**src/rtl/ref_row_fetcher_if.sv**
```systemverilog
// ----------------------------------------------------------------------------
// ref_row_fetcher_if
//  Bundles the two buses of the reference row fetcher:
//   * frame-memory read port : mem_rd, mem_addr (fetcher -> memory),
//                              mem_rdata (memory -> fetcher, 1 cycle after mem_rd)
//   * row stream             : in_row, row_valid, row_idx (fetcher -> consumer),
//                              row_ready (consumer -> fetcher)
//  master = fetcher side, slave = memory + interpolator side.
// ----------------------------------------------------------------------------
interface ref_row_fetcher_if #(
    parameter int PIX_W    = 8,
    parameter int ROW_PIX  = 15,
    parameter int WORD_PIX = 8,
    parameter int ADDR_W   = 16
) ();
    logic                        mem_rd;
    logic [ADDR_W-1:0]           mem_addr;
    logic [WORD_PIX*PIX_W-1:0]   mem_rdata;
    logic [ROW_PIX*PIX_W-1:0]    in_row;
    logic                        row_valid;
    logic                        row_ready;
    logic [3:0]                  row_idx;

    modport master (
        output mem_rd,
        output mem_addr,
        input  mem_rdata,
        output in_row,
        output row_valid,
        output row_idx,
        input  row_ready
    );

    modport slave (
        input  mem_rd,
        input  mem_addr,
        output mem_rdata,
        input  in_row,
        input  row_valid,
        input  row_idx,
        output row_ready
    );
endinterface

```
**src/rtl/ref_row_fetcher.sv**
```systemverilog
// ----------------------------------------------------------------------------
// ref_row_fetcher
//  Source end of the subpixel interpolator row interface. Fetches a
//  ROW_PIX x NUM_ROWS reference window from word-organised frame memory and
//  streams it one row at a time. Each row needs three consecutive memory words
//  because the window start may sit at any pixel offset inside a word.
//
// Ports
//  clk, rst     clock and synchronous active-high reset
//  start        begin a window (only looked at while idle)
//  start_word   word address holding the top-left pixel
//  start_off    pixel offset of the top-left pixel inside that word
//  stride       frame line pitch in words
//  bus          ref_row_fetcher_if.master: memory read port + row stream
//  busy         high from the cycle after start until the window finishes
//  done         one-cycle pulse after the last row is accepted
//
// Per-row schedule (5 cycles with row_ready held high):
//  RD0  mem_rd, addr = base+0
//  RD1  mem_rd, addr = base+1, word0 arrives and is captured
//  RD2  mem_rd, addr = base+2, word1 arrives and is captured
//  CAP  word2 arrives; the output row is extracted from all three words
//  OUT  row_valid held until row_ready
// ----------------------------------------------------------------------------
module ref_row_fetcher #(
    parameter int PIX_W    = 8,
    parameter int ROW_PIX  = 15,
    parameter int NUM_ROWS = 15,
    parameter int WORD_PIX = 8,
    parameter int ADDR_W   = 16
) (
    input  logic                  clk,
    input  logic                  rst,
    input  logic                  start,
    input  logic [ADDR_W-1:0]     start_word,
    input  logic [2:0]            start_off,
    input  logic [ADDR_W-1:0]     stride,
    ref_row_fetcher_if.master     bus,
    output logic                  busy,
    output logic                  done
);

    localparam int WORD_W = WORD_PIX * PIX_W;
    localparam int ROW_W  = ROW_PIX * PIX_W;
    localparam int BUF_W  = 3 * WORD_W;

    localparam logic [3:0]        LAST_ROW = 4'(NUM_ROWS - 1);
    localparam logic [ADDR_W-1:0] ADDR_ONE = ADDR_W'(1'b1);
    localparam logic [ADDR_W-1:0] ADDR_TWO = ADDR_W'(2'd2);

    typedef enum logic [2:0] {
        ST_IDLE = 3'd0,
        ST_RD0  = 3'd1,
        ST_RD1  = 3'd2,
        ST_RD2  = 3'd3,
        ST_CAP  = 3'd4,
        ST_OUT  = 3'd5,
        ST_FIN  = 3'd6
    } state_t;

    state_t                state_r;
    logic [ADDR_W-1:0]     row_base_r;
    logic [ADDR_W-1:0]     stride_r;
    logic [2:0]            off_r;
    logic [3:0]            row_r;
    logic [BUF_W-1:0]      asm_buf_r;

    logic                  mem_rd_r;
    logic [ADDR_W-1:0]     mem_addr_r;
    logic [ROW_W-1:0]      in_row_r;
    logic                  row_valid_r;
    logic [3:0]            row_idx_r;
    logic                  busy_r;
    logic                  done_r;

    logic [BUF_W-1:0]      buf_next_s;
    logic [7:0]            shamt_s;
    logic [BUF_W-1:0]      shifted_s;
    logic [ROW_W-1:0]      sel_row_s;

    // Row extraction: word2 is still on mem_rdata during CAP, so the window
    // is taken from the buffer as it will look after this cycle's capture.
    always_comb begin
        buf_next_s = {bus.mem_rdata, asm_buf_r[2*WORD_W-1:0]};
        shamt_s    = 8'(off_r) * 8'(PIX_W);
        shifted_s  = buf_next_s >> shamt_s;
        sel_row_s  = shifted_s[ROW_W-1:0];
    end

    // Control FSM with all outputs registered.
    always_ff @(posedge clk) begin
        if (rst) begin
            state_r     <= ST_IDLE;
            row_base_r  <= {ADDR_W{1'b0}};
            stride_r    <= {ADDR_W{1'b0}};
            off_r       <= 3'd0;
            row_r       <= 4'd0;
            asm_buf_r   <= {BUF_W{1'b0}};
            mem_rd_r    <= 1'b0;
            mem_addr_r  <= {ADDR_W{1'b0}};
            in_row_r    <= {ROW_W{1'b0}};
            row_valid_r <= 1'b0;
            row_idx_r   <= 4'd0;
            busy_r      <= 1'b0;
            done_r      <= 1'b0;
        end else begin
            case (state_r)
                ST_IDLE: begin
                    if (start) begin
                        row_base_r <= start_word;
                        stride_r   <= stride;
                        off_r      <= start_off;
                        row_r      <= 4'd0;
                        busy_r     <= 1'b1;
                        mem_rd_r   <= 1'b1;
                        mem_addr_r <= start_word;
                        state_r    <= ST_RD0;
                    end else begin
                        state_r    <= ST_IDLE;
                    end
                end

                ST_RD0: begin
                    mem_addr_r <= row_base_r + ADDR_ONE;
                    state_r    <= ST_RD1;
                end

                ST_RD1: begin
                    asm_buf_r[WORD_W-1:0] <= bus.mem_rdata;
                    mem_addr_r            <= row_base_r + ADDR_TWO;
                    state_r               <= ST_RD2;
                end

                ST_RD2: begin
                    asm_buf_r[2*WORD_W-1:WORD_W] <= bus.mem_rdata;
                    mem_rd_r                     <= 1'b0;
                    state_r                      <= ST_CAP;
                end

                ST_CAP: begin
                    asm_buf_r[3*WORD_W-1:2*WORD_W] <= bus.mem_rdata;
                    in_row_r                       <= sel_row_s;
                    row_idx_r                      <= row_r;
                    row_valid_r                    <= 1'b1;
                    state_r                        <= ST_OUT;
                end

                ST_OUT: begin
                    // in_row/row_idx are left untouched while the row waits.
                    if (bus.row_ready) begin
                        row_valid_r <= 1'b0;
                        row_base_r  <= row_base_r + stride_r;
                        row_r       <= row_r + 4'd1;
                        if (row_r == LAST_ROW) begin
                            done_r  <= 1'b1;
                            state_r <= ST_FIN;
                        end else begin
                            mem_rd_r   <= 1'b1;
                            mem_addr_r <= row_base_r + stride_r;
                            state_r    <= ST_RD0;
                        end
                    end else begin
                        state_r <= ST_OUT;
                    end
                end

                ST_FIN: begin
                    done_r  <= 1'b0;
                    busy_r  <= 1'b0;
                    state_r <= ST_IDLE;
                end

                default: begin
                    mem_rd_r    <= 1'b0;
                    row_valid_r <= 1'b0;
                    busy_r      <= 1'b0;
                    done_r      <= 1'b0;
                    state_r     <= ST_IDLE;
                end
            endcase
        end
    end

    assign bus.mem_rd    = mem_rd_r;
    assign bus.mem_addr  = mem_addr_r;
    assign bus.in_row    = in_row_r;
    assign bus.row_valid = row_valid_r;
    assign bus.row_idx   = row_idx_r;
    assign busy          = busy_r;
    assign done          = done_r;

endmodule

```
**src/flat_wrapper.sv**
```systemverilog
// flat-port wrapper written by rule: the top's interface ports become plain ports
module ref_row_fetcher_flat 
#(
    parameter int PIX_W    = 8,
    parameter int ROW_PIX  = 15,
    parameter int NUM_ROWS = 15,
    parameter int WORD_PIX = 8,
    parameter int ADDR_W   = 16
)
  (clk, rst, start, start_word, start_off, stride, busy, done, bus_mem_rd, bus_mem_addr, bus_mem_rdata, bus_in_row, bus_row_valid, bus_row_idx, bus_row_ready);
  ref_row_fetcher_if #(.PIX_W(PIX_W), .ROW_PIX(ROW_PIX), .WORD_PIX(WORD_PIX), .ADDR_W(ADDR_W)) bus_i ();
  input  logic clk;
  input  logic rst;
  input  logic start;
  input  logic [ADDR_W-1:0] start_word;
  input  logic [2:0] start_off;
  input  logic [ADDR_W-1:0] stride;
  output logic busy;
  output logic done;
  output wire logic [$bits(bus_i.mem_rd)-1:0] bus_mem_rd;
  output wire logic [$bits(bus_i.mem_addr)-1:0] bus_mem_addr;
  input wire logic [$bits(bus_i.mem_rdata)-1:0] bus_mem_rdata;
  output wire logic [$bits(bus_i.in_row)-1:0] bus_in_row;
  output wire logic [$bits(bus_i.row_valid)-1:0] bus_row_valid;
  output wire logic [$bits(bus_i.row_idx)-1:0] bus_row_idx;
  input wire logic [$bits(bus_i.row_ready)-1:0] bus_row_ready;
  assign bus_mem_rd = bus_i.mem_rd;
  assign bus_mem_addr = bus_i.mem_addr;
  assign bus_i.mem_rdata = bus_mem_rdata;
  assign bus_in_row = bus_i.in_row;
  assign bus_row_valid = bus_i.row_valid;
  assign bus_row_idx = bus_i.row_idx;
  assign bus_i.row_ready = bus_row_ready;
  ref_row_fetcher #(.PIX_W(PIX_W), .ROW_PIX(ROW_PIX), .NUM_ROWS(NUM_ROWS), .WORD_PIX(WORD_PIX), .ADDR_W(ADDR_W)) u_core (.clk(clk), .rst(rst), .start(start), .start_word(start_word), .start_off(start_off), .stride(stride), .bus(bus_i), .busy(busy), .done(done));
endmodule
```
**config.mk**
```make
export PLATFORM = sky130hd
export DESIGN_NAME = ref_row_fetcher_flat
export DESIGN_NICKNAME = d
export VERILOG_FILES = /design/src/rtl/ref_row_fetcher_if.sv /design/src/rtl/ref_row_fetcher.sv /design/src/flat_wrapper.sv
export SDC_FILE = /design/constraint.sdc
export NUM_CORES = 1
export LEC_CHECK = 0
export BUFFER_PORTS_ARGS = -buffer_cell sky130_fd_sc_hd__buf_2
export CAP_MARGIN = 10
export CORE_ASPECT_RATIO = 1.25
export CORE_UTILIZATION = 34
export CTS_CLUSTER_SIZE = 14
export DETAILED_ROUTE_END_ITERATION = 10
export PLACE_DENSITY = 0.53
export REMOVE_ABC_BUFFERS = 1
export SYNTH_ARGS = -nofsm -noshare
export SYNTH_HDL_FRONTEND = slang
export SYNTH_SLANG_ARGS = --single-unit
```
**constraint.sdc**
```tcl
create_clock -name clk -period 2.2 [get_ports clk]
set_clock_uncertainty 0.15 [all_clocks]
set_input_delay 0.22 -clock clk [delete_from_list [all_inputs] [get_ports clk]]
set_output_delay 0.22 -clock clk [all_outputs]
set_load 0.01 [all_outputs]
```
==> impl_metrics.yaml, run 1 <==
outcome:
  status: "finished with violations"
  violations: "negative setup slack"
final_layout:
  n_fill_cell: 5039
  areaGrowthSynthToFinish_pct: 29.5
  drive_above_1_share_pct: 21.2
  final_cells: 3143
  diodes: 0
  fin_nets: 2583
grt:
  grtUsageTotal_pct: 20.8
  grt_pass1_wl_mm: 86.0
  grt_max_degree: 76
  antenna_found_initial: 0
  grt_pass1_vias: 16100
  overflow: 0
detailed_routing:
  m1WireLength_mm: 23.1
  detail-route-antenna-nets: 0
  via_per_inst: 5.21
  wl_met3_mm: 2.14
  finalWirelength_mm: 54.5
  drt-initial-drc-count: 747
  dr_total_vias: 16400
  drc: 0
  wl_met2_mm: 27.7
  wl_per_cell_um: 17.3
  highest_layer: "met4"
  drtPass1Iterations: 5
logic_synthesis:
  async_flop_share_pct: 0
  synth_top_family_by_area: "simple AND/OR/NAND/NOR gates"
  synth-seq-cells: 314
  synth_simple_gate_area_share_pct: 19.5
  yosysUniqueCellTypes: 78
  synth_mux_area_share_pct: 17.8
  syn_area_um2: 17300
  yosys_most_used_dff: "dfxtp_1"
  yosys_warnings: 0
  synth_edf_count: 0
  synthXorXnorAreaFrac_pct: 1.22
  synth-adder-area-share_pct: 1.49
  synth.avg_cell_area_um2: 8.19
  yosysSeqAreaShare_pct: 36.3
  synth_compound_area_share_pct: 18.5
  synthCells: 2113
placement:
  gp_congestion: 0.893
  portBuffers: 246
  dpl.hpwl_mm: 39.3
  dp.cells: 2973
  place_ws_ns: -0.466
worst_setup_path:
  crit_chain: "ha_4, fa_2, a21oi_2, buf_4, o211ai_1, buf_4, a2111oi_4, nor3_2, mux2_2, o21ai_1"
  crit_required_ns: 2.53
  worstPathMaxFanout: 2
  max_stage_delay_ns: 0.35
  crit_top_cell: "buf_4"
  crit_arrival_ns: 2.85
  end_kind: "register"
  critical_path_class: "register to register"
  startpoint_type: "register"
  slowest_stage: "fa_2"
job:
  max_cap_violations: 0
clocking:
  root_buffer: "clkbuf_16"
  clock_sinks: 314
  cts_buffers: 37
  cts_max_level: 2
  cts_tree: "yes"
  clkLatencyLatePin_ns: 0.54
  clk_pin_slew_worst_paths_ns: 0.06
  clock_path_buffers: 3
floorplanning:
  rows: 92
  die_x_um: 204
  ios: 247
  start_util_pct: 34.4
  die_h_um: 254
  core_um2: 50300
  die-area_um2: 51800
timing:
  worst_slack_ns: -0.321
  finalCritPeriodShare_pct: 115
  slew_headroom_pct: 58.8
  tightest_slew_ns: 0.613
  finalSetupViolCount: 14
  grt_setup_unrepaired: "true"
  maxSlewViolCount: 0
  fin_crit_ns: 2.52
  finalHoldViolCount: 0
  fmax_ghz: 0.397
power_and_ir_drop:
  p_per_area_nw_per_um2: 707
  ir_drop_mv: 0.631
  power_leakage_nw: 8.13
hold_path:
  min-delay-path-class: "register to register"
-- state kept, by name, indices dropped and copies added (netlist names), 3 cells and up --
name / count
u_core.asm_buf_r: 128
u_core.bus.in_row: 120
u_core.bus.mem_addr: 16
u_core.bus.row_idx: 4
u_core.off_r: 3
u_core.row_base_r: 16
u_core.row_r: 4
u_core.state_r: 3
u_core.stride_r: 16
-- synthesized netlist by cell type, types with 3 or more instances --
master	n	area (µm²)
mux2i_1	246	2460
a22oi_1	3	22.5
and3_1	4	25.0
mux4_2	25	563
o211ai_1	6	45.0
ha_1	19	238
o21ai_0	31	155
buf_2	47	235
xnor2_1	10	87.6
buf_4	14	105
a2111oi_2	5	75.1
nand2b_1	17	106
a31oi_1	3	18.8
clkbuf_1	84	315
nor2b_1	24	150
o21ai_1	4	20.0
nand4_1	5	31.3
inv_1	12	45.0
a311oi_1	65	569
a21oi_1	206	1030
nor3_1	17	85.1
nor2_1	194	728
o22ai_1	6	37.5
nand2_1	468	1760
mux2_2	5	56.3
nand3_1	25	125
a221oi_1	8	70.1
or3_1	3	18.8
xor2_1	14	123
and2_1	9	56.3
o31a_1	16	140
buf_6	4	45.0
a21o_1	3	22.5
and4_1	4	35.0
o21bai_1	3	22.5
dfxtp_1	314	6290
buf_1	31	116
nand3b_1	3	22.5
a211oi_1	103	773
-- worst max-delay path: cells and delay by family, from the launching register on --
family                   cells  cell delay [ns]
AO/OA/AOI/OAI                4             0.75
adder cells (fa/ha/maj)      2             0.51
multiplexers                 1             0.28
flip-flops                   1             0.33
AND/OR/NAND/NOR              1             0.10
buffers and inverters        2             0.37
-- routing by layer --
| metal | global-route usage (%) | vias up |
|---|---|---|
| li1 | - | 8186 |
| met1 | 25.2 | 7736 |
| met2 | 37.6 | 360 |
| met3 | 2.82 | 84 |
| met4 | 6.72 | 0 |
| met5 | 0 | - |
-- stage by stage --
stage	power [mW]	TNS, ns	area [µm²]	hold slack, ns	util (%)
after global routing	16.6	-4.62	22400	0.322	44.5
after floorplan	8.09	-815.40	16500	0.139	-
after CTS	16.0	-1.13	22300	0.274	44.4
after detailed placement	9.19	-2.66	19900	0.297	39.6
final	15.8	-1.74	22400	0.302	44.5
after global placement	9.16	-2.58	19900	0.292	39.6
-- logic make-up (layout without fill, tap and decap cells) --
group | count (synthesis) | in the layout
AO/OA/AOI/OAI | 484 | 484
XOR/XNOR | 24 | 24
adder cells (fa/ha/maj) | 20 | 20
buffers and inverters | 196 | 568
flip-flops | 314 | 314
multiplexers | 276 | 276
AND/OR/NAND/NOR | 799 | 799
-- final cells by class --
| type | count | area [µm²] | area share (%) |
|---|---|---|---|
| clock buffers | 48 | 1050 | 4.68 |
| repair buffers | 491 | 3680 | 16.4 |
| clock inverters | 16 | 246 | 1.10 |
| multi-input cells | 1603 | 10300 | 45.8 |
| well taps | 658 | 823 | 3.67 |
| inverters | 13 | 51.3 | 0.229 |
| flip-flops and latches | 314 | 6300 | 28.1 |
-- report_power, final --
part | internal, mW | switching [mW]
clock network | 4.06 | 2.52
logic | 1.35 | 1.72
registers | 5.96 | 0.231
-- what timing repair did --
action,4_1_cts,5_1_grt
resized for setup,16,11
hold buffers,102,0
endpoints found under the setup margin,12,24
setup buffers,2,2
hold endpoints to repair,185,0
pin swaps,16,12
-- path summary, 6_finish.rpt --
kind / slack (ns) / endpoint / depth (start not counted) / startpoint
setup reg to reg: -0.32 / u_core.bus.mem_addr[14] / 10 / u_core.stride_r[0]
hold / removal: 0.30 / u_core.asm_buf_r[4] / 2 / u_core.asm_buf_r[4]
setup / recovery: -0.32 / u_core.bus.mem_addr[14] / 10 / u_core.stride_r[0]
hold reg to reg: 0.30 / u_core.asm_buf_r[4] / 2 / u_core.asm_buf_r[4]
-- layout by cell type (no fill, tap or decap), types with 5 or more instances in the layout --
cell / instances
mux2_2: 5
clkinv_2: 7
nor3_1: 15
a211oi_1: 98
a221oi_1: 5
a311oi_1: 64
a21oi_1: 204
nand2_1: 467
o21ai_1: 5
clkbuf_8: 6
xnor2_1: 10
o21ai_0: 29
nand4_1: 5
dlygate4sd3_1: 102
nor2_1: 194
buf_4: 114
dfxtp_1: 309
buf_2: 245
o31a_1: 16
a211oi_2: 6
nand2b_1: 17
nor2b_1: 24
mux2i_1: 246
bufinv_16: 6
clkbuf_16: 38
xor2_1: 14
nand3_1: 24
inv_1: 12
buf_12: 27
mux4_2: 25
o211ai_1: 6
o22ai_1: 6
ha_1: 18
and2_1: 9
(Power assumes the default switching activity.)
==> run 2: changes to the inputs <==
--- a/config.mk
+++ b/config.mk
@@ -5,6 +5,7 @@
 export SDC_FILE = /design/constraint.sdc
 export NUM_CORES = 1
 export LEC_CHECK = 0
+export ABC_AREA = 1
 export BUFFER_PORTS_ARGS = -buffer_cell sky130_fd_sc_hd__buf_2
 export CAP_MARGIN = 10
 export CORE_ASPECT_RATIO = 1.25
==> impl_metrics.yaml, run 2 <==
outcome:
  status: "finished, final reports clean"
detailed_routing:
  wl_per_cell_um: 16.4
  drt-initial-drc-count: 1195
  drc: 0
  finalWirelength_mm: 61.2
  via_per_inst: 5.13
  detail-route-antenna-nets: 0
  dr_total_vias: 19200
  drtPass1Iterations: 5
worst_setup_path:
  crit_arrival_ns: 2.35
  crit_required_ns: 2.49
  crit_buf_inv: 1
  critPathTopFamily: "simple AND/OR/NAND/NOR gates"
  slowest_stage: "ha_1"
  reg2regPathDepth: 10
  end_kind: "register"
  critical_path_class: "register to register"
  cp_num_cells: 10
  worstPathMaxFanout: 5
  max_stage_delay_ns: 0.36
  startpoint_type: "register"
  crit_chain: "ha_1, nand2_1, inv_1, nand2_1, nand3_1, nand2_1, nand3_1, nand3_1, nor2_1, o21a_1"
timing:
  maxSlewViolCount: 0
  finalCritPeriodShare_pct: 93.4
  tightest_slew_ns: 0.667
  fmax_ghz: 0.487
  slew_headroom_pct: 55.6
  finalSetupViolCount: 0
  fin_crit_ns: 2.05
  finalHoldViolCount: 0
  grt_setup_unrepaired: "false"
floorplanning:
  start_util_pct: 34.4
  core_um2: 51400
  die_h_um: 257
  ios: 247
  rows: 93
  die_x_um: 206
  die-area_um2: 53000
placement:
  place_area_um2: 19700
  portBuffers: 246
  dpl.hpwl_mm: 42.4
  gp_congestion: 0.925
clocking:
  clock_sinks: 314
  cts_max_level: 2
  clock_path_buffers: 3
  cts_buffers: 38
  root_buffer: "clkbuf_16"
  clk_pin_slew_worst_paths_ns: 0.06
  cts_tree: "yes"
  clkLatencyLatePin_ns: 0.57
power_and_ir_drop:
  seqPwrFrac_pct: 38.1
  p_per_area_nw_per_um2: 770
  swShare_pct: 32.9
  pwr-share-comb_pct: 23.9
  cellInternalPower_mw: 11.4
  ir_drop_mv: 0.471
  power_leakage_nw: 10.1
  power_frac_clock_pct: 38.0
  switchingPower_mw: 5.59
logic_synthesis:
  yosysMostFrequentCell: "nand2_1"
  yosysUniqueCellTypes: 39
  synthCells: 2786
  ys_top_cells_by_area: "dfxtp_1 (35%), nand2_1 (16%), o21ai_0 (8.3%), inv_1 (6.1%), o211ai_1 (5.9%)"
  syn_area_um2: 17700
  yosys_warnings: 0
  yosysSeqAreaShare_pct: 35.5
  async_flop_share_pct: 0
  synth_edf_count: 0
  synthTopCellsByCount: "nand2_1 (770), dfxtp_1 (314), o21ai_0 (292)"
  synth_top_area_share_pct: 35.5
  synth.avg_cell_area_um2: 6.36
  synth-seq-cells: 314
  yosys_most_used_dff: "dfxtp_1"
  yosys.area.top_type: "dfxtp_1"
grt:
  grt_pass1_wl_mm: 97.7
  overflow: 0
  grt_pass1_vias: 18400
  grtUsageTotal_pct: 22.9
  antenna_found_initial: 4
  grt_max_degree: 89
final_layout:
  areaGrowthSynthToFinish_pct: 24.5
  largest_reg_flops: 128
  drive_above_1_share_pct: 14.1
  top_register: "u_core.asm_buf_r"
  fin_area_um2: 22100
  final_util_pct: 42.9
  final_cell_mix: "nand2_1 (764), dfxtp_1 (310), o21ai_0 (292)"
  layout_commonest_cell: "nand2_1"
  fin_nets: 3171
  n_fill_cell: 5503
hold_path:
  min-delay-path-class: "input port to register"
  holdPathStages: 4
job:
  max_cap_violations: 0
run 2: cells by family after synthesis:
logic type | count (synthesis) | share of synthesized area (%)
buffers and inverters | 495 | 11.5
and+or+nand+nor | 1228 | 28.2
muxes | 3 | 0.170
xor gates and xnor gates | 2 | 0.0989
adders and majority gates | 20 | 1.46
AOI/OAI and AO/OA | 724 | 23.1
DFF | 314 | 35.5
run 2: through the flow:
step                power [mW]  worst slack [ns]  instances  TNS (ns)  hold WS, ns
CTS                       17.2            0.0321       3741         0       0.0256
global placement          10.5           -0.0422       3572   -0.0646        0.283
floorplan                 8.97             -4.79       2588   -858.01        0.139
finish                    17.0             0.146       3743         0       0.0318
detailed placement        10.5           -0.0354       3572   -0.0490        0.291
global route              17.9         0.0000364       3743         0       0.0535
run 2: final cells by class:
class                   count  area [µm²]  area share [%]
clock buffers              55        1130            5.11
diodes                      1        2.50          0.0113
inverters                 297        1120            5.10
multi-input cells        1977        9450            42.9
repair buffers            420        3080            13.9
flip-flops and latches    314        6300            28.6
clock inverters            14         141           0.641
well taps                 665         832            3.77
run 2: worst paths after layout:
| path | slack [ns] | start | to |
|---|---|---|---|
| worst max-delay path | 0.15 | u_core.stride_r[4] | u_core.row_base_r[13] |
| worst min register to register | 0.30 | u_core.asm_buf_r[0] | u_core.asm_buf_r[0] |
| worst max register to register | 0.15 | u_core.stride_r[4] | u_core.row_base_r[13] |
| worst min-delay path | 0.03 | rst | u_core.row_base_r[15] |
run 2: layer usage:
layer	global-route usage (%)	routed length, µm	up-vias
met1	28.7	26700	8888
met4	8.07	1910	6
met3	3.52	3330	115
met2	39.3	29300	544
li1	-	-	9659
met5	0	34	-
run 2: timing repair:
action,4_1_cts,5_1_grt
endpoints found under the hold margin,182,0
pin swaps,0,5
buffers inserted,0,1
resized for setup,2,14
hold buffers,100,0
setup endpoints to repair,2,15
run 2: power groups by stage:
stage	Combinational [mW]	Clock (mW)	Sequential, mW
finish	4.06	6.45	6.48
global route	4.55	6.85	6.53
CTS	4.07	6.62	6.47
detailed placement	3.91	0	6.59
global placement	3.89	0	6.58
floorplan	2.20	0	6.77
run 2: worst min-delay path: cells and delay by family:
| kind | cells | cell delay, ns |
|---|---|---|
| AO/OA/AOI/OAI | 2 | 0.18 |
| buffers and inverters | 2 | 0.27 |
==> run 3: changes to the inputs <==
--- a/config.mk
+++ b/config.mk
@@ -9,10 +9,10 @@
 export BUFFER_PORTS_ARGS = -buffer_cell sky130_fd_sc_hd__buf_2
 export CAP_MARGIN = 10
 export CORE_ASPECT_RATIO = 1.25
-export CORE_UTILIZATION = 34
+export CORE_UTILIZATION = 35
 export CTS_CLUSTER_SIZE = 14
 export DETAILED_ROUTE_END_ITERATION = 10
-export PLACE_DENSITY = 0.53
+export PLACE_DENSITY = 0.54
 export REMOVE_ABC_BUFFERS = 1
 export SYNTH_ARGS = -nofsm -noshare
 export SYNTH_HDL_FRONTEND = slang
==> constraint.sdc (replaced) <==
create_clock -name clk -period 2.2 [get_ports clk]
set_clock_uncertainty 0.15 [all_clocks]
set_input_delay 0.44 -clock clk [delete_from_list [all_inputs] [get_ports clk]]
set_output_delay 0.44 -clock clk [all_outputs]
set_load 0.01 [all_outputs]
==> impl_metrics.yaml, run 3 (synthesized netlist as in run 2, its figures left out) <==
floorplanning:
  ios: 247
  start_util_pct: 35.7
  die_x_um: 203
  die_h_um: 253
  die-area_um2: 51500
  rows: 91
  core_um2: 49600
placement:
  place_ws_ns: -0.0221
  portBuffers: 246
  gp_congestion: 0.903
  dp.cells: 3561
  dpl.hpwl_mm: 42.7
final_layout:
  top_register: "u_core.asm_buf_r"
  final_cell_mix: "nand2_1 (766), dfxtp_1 (308), o21ai_0 (291)"
  largest_reg_flops: 128
  final_util_pct: 43.2
  layout_commonest_cell: "nand2_1"
  drive_above_1_share_pct: 14.1
  n_fill_cell: 5338
  fin_nets: 3119
  areaGrowthSynthToFinish_pct: 21.1
  final_cells: 3673
  diodes: 0
worst_setup_path:
  reg2regPathDepth: 11
  startpoint_type: "register"
  end_kind: "register"
  crit_required_ns: 2.48
  rrSetupSlack_ns: 0.14
  crit_chain: "ha_4, fa_2, nand2_2, nand2_1, nand3b_1, nand2_2, nand2_2, nand3_1, nand3_1, nor2_1, o21a_1"
  max_stage_delay_ns: 0.39
  crit_arrival_ns: 2.35
  slowest_stage: "fa_2"
  crit_top_cell: "nand2_2"
  reg2reg_from: "u_core.row_base_r[0]"
  critical_path_class: "register to register"
  reg2reg_to: "u_core.row_base_r[14]"
  worstPathMaxFanout: 4
power_and_ir_drop:
  ir_drop_mv: 0.448
  p_per_area_nw_per_um2: 782
  power_leakage_nw: 9.85
  total_power_mw: 16.8
timing:
  maxSlewViolCount: 0
  slew_headroom_pct: 34.1
  finalCritPeriodShare_pct: 93.9
  grt_setup_unrepaired: "false"
  finalSetupViolCount: 0
  fmax_ghz: 0.484
  tightest_slew_ns: 0.988
  finalHoldViolCount: 0
  worst_slack_ns: 0.135
  fin_crit_ns: 2.06
hold_path:
  holdPathStages: 3
  hp-start: "start_off[2]"
  hold_path_end: "u_core.off_r[2]"
  min-delay-path-class: "input port to register"
clocking:
  cts_tree: "yes"
  clk_pin_slew_worst_paths_ns: 0.06
  cts_max_level: 2
  cts_buffers: 39
  clock_path_buffers: 3
  clock_sinks: 314
  clkLatencyLatePin_ns: 0.56
  root_buffer: "clkbuf_16"
detailed_routing:
  drtPass1Iterations: 6
  wl_per_cell_um: 16.7
  via_per_inst: 5.20
  detail-route-antenna-nets: 0
  finalWirelength_mm: 61.4
  drc: 0
  dr_total_vias: 19100
  drt-initial-drc-count: 1210
grt:
  grt_pass1_vias: 17800
  grt_max_degree: 95
  grtUsageTotal_pct: 23.3
  antenna_found_initial: 2
  overflow: 0
  grt_pass1_wl_mm: 96.2
job:
  max_cap_violations: 0
outcome:
  status: "finished, final reports clean"
==> run 3: cell types whose count changed in the layout (fill, tap and decap cells not counted), moves of 3 or more <==
cell and delta:
clkbuf_1 +5, dfxtp_2 +3, clkinv_2 -3, dlygate4sd3_1 -56, clkbuf_8 -5
==> run 3: per-stage QoR <==
stage / setup TNS, ns / instance area [µm²] / hold slack, ns
final: 0 / 21400 / 0.0202
after global routing: 0 / 21400 / 0.0180
after CTS: 0 / 21400 / 0.000256
after detailed placement: -0.0561 / 19700 / 0.295
after global placement: -0.0248 / 19700 / 0.288
after floorplan: -889.72 / 16800 / 0.276
==> run 3: layout make-up <==
class / count / area (µm²) / area share, %
Inverter: 297 / 1120 / 5.25
Tap cell: 651 / 815 / 3.80
Multi-Input combinational cell: 1977 / 9430 / 44.0
Sequential cell: 314 / 6300 / 29.4
Clock buffer: 57 / 1130 / 5.25
Clock inverter: 10 / 96.3 / 0.449
Timing Repair Buffer: 367 / 2550 / 11.9
==> run 3: worst max-delay path: cells and delay by family (launching register included) <==
family          cells  cell delay, ns
compound gates      1            0.18
fa+ha+maj           2            0.56
flops               1            0.34
simple gates        8            0.70
==> run 3: report_power, final <==
group	internal, mW	switching [mW]	total (mW)	leakage (nW)
combinational	1.38	2.64	4.02	6.70
sequential	6.16	0.305	6.46	2.55
clock	3.67	2.63	6.30	0.598
total	11.2	5.57	16.8	9.85
==> run 3: layer usage <==
metal / GRT usage [%] / routed length (µm) / vias up
li1: - / - / 9572
met1: 29.2 / 26200 / 8770
met2: 40.0 / 29300 / 621
met3: 3.80 / 3930 / 118
met4: 8.76 / 2010 / 4
met5: 0 / 22 / -
==> run 3: how the worst max path moves through the flow <==
| stage | from | endpoint | slack, ns | cells after the start |
|---|---|---|---|---|
| 6_report | u_core.row_base_r[0] | u_core.row_base_r[14] | 0.14 | 11 |
| 5_1_grt | u_core.row_base_r[0] | u_core.bus.mem_addr[14] | 0.009 | 13 |
| 4_1_cts | u_core.stride_r[0] | u_core.row_base_r[14] | 0.02 | 11 |
| 3_5_place_dp | u_core.stride_r[0] | u_core.bus.mem_addr[10] | -0.02 | 12 |
| 3_3_place_gp | u_core.stride_r[0] | u_core.bus.mem_addr[14] | -0.01 | 13 |
| 2_1_floorplan | u_core.off_r[0] | u_core.bus.in_row[64] | -4.79 | 9 |
==> run 3: repair_timing <==
action	4_1_cts	5_1_grt
buffers inserted	0	1
endpoints found under the setup margin	4	12
gates resized for setup	1	12
endpoints found under the hold margin	47	0
hold buffers	44	0
pin swaps	0	6
cloned	0	0
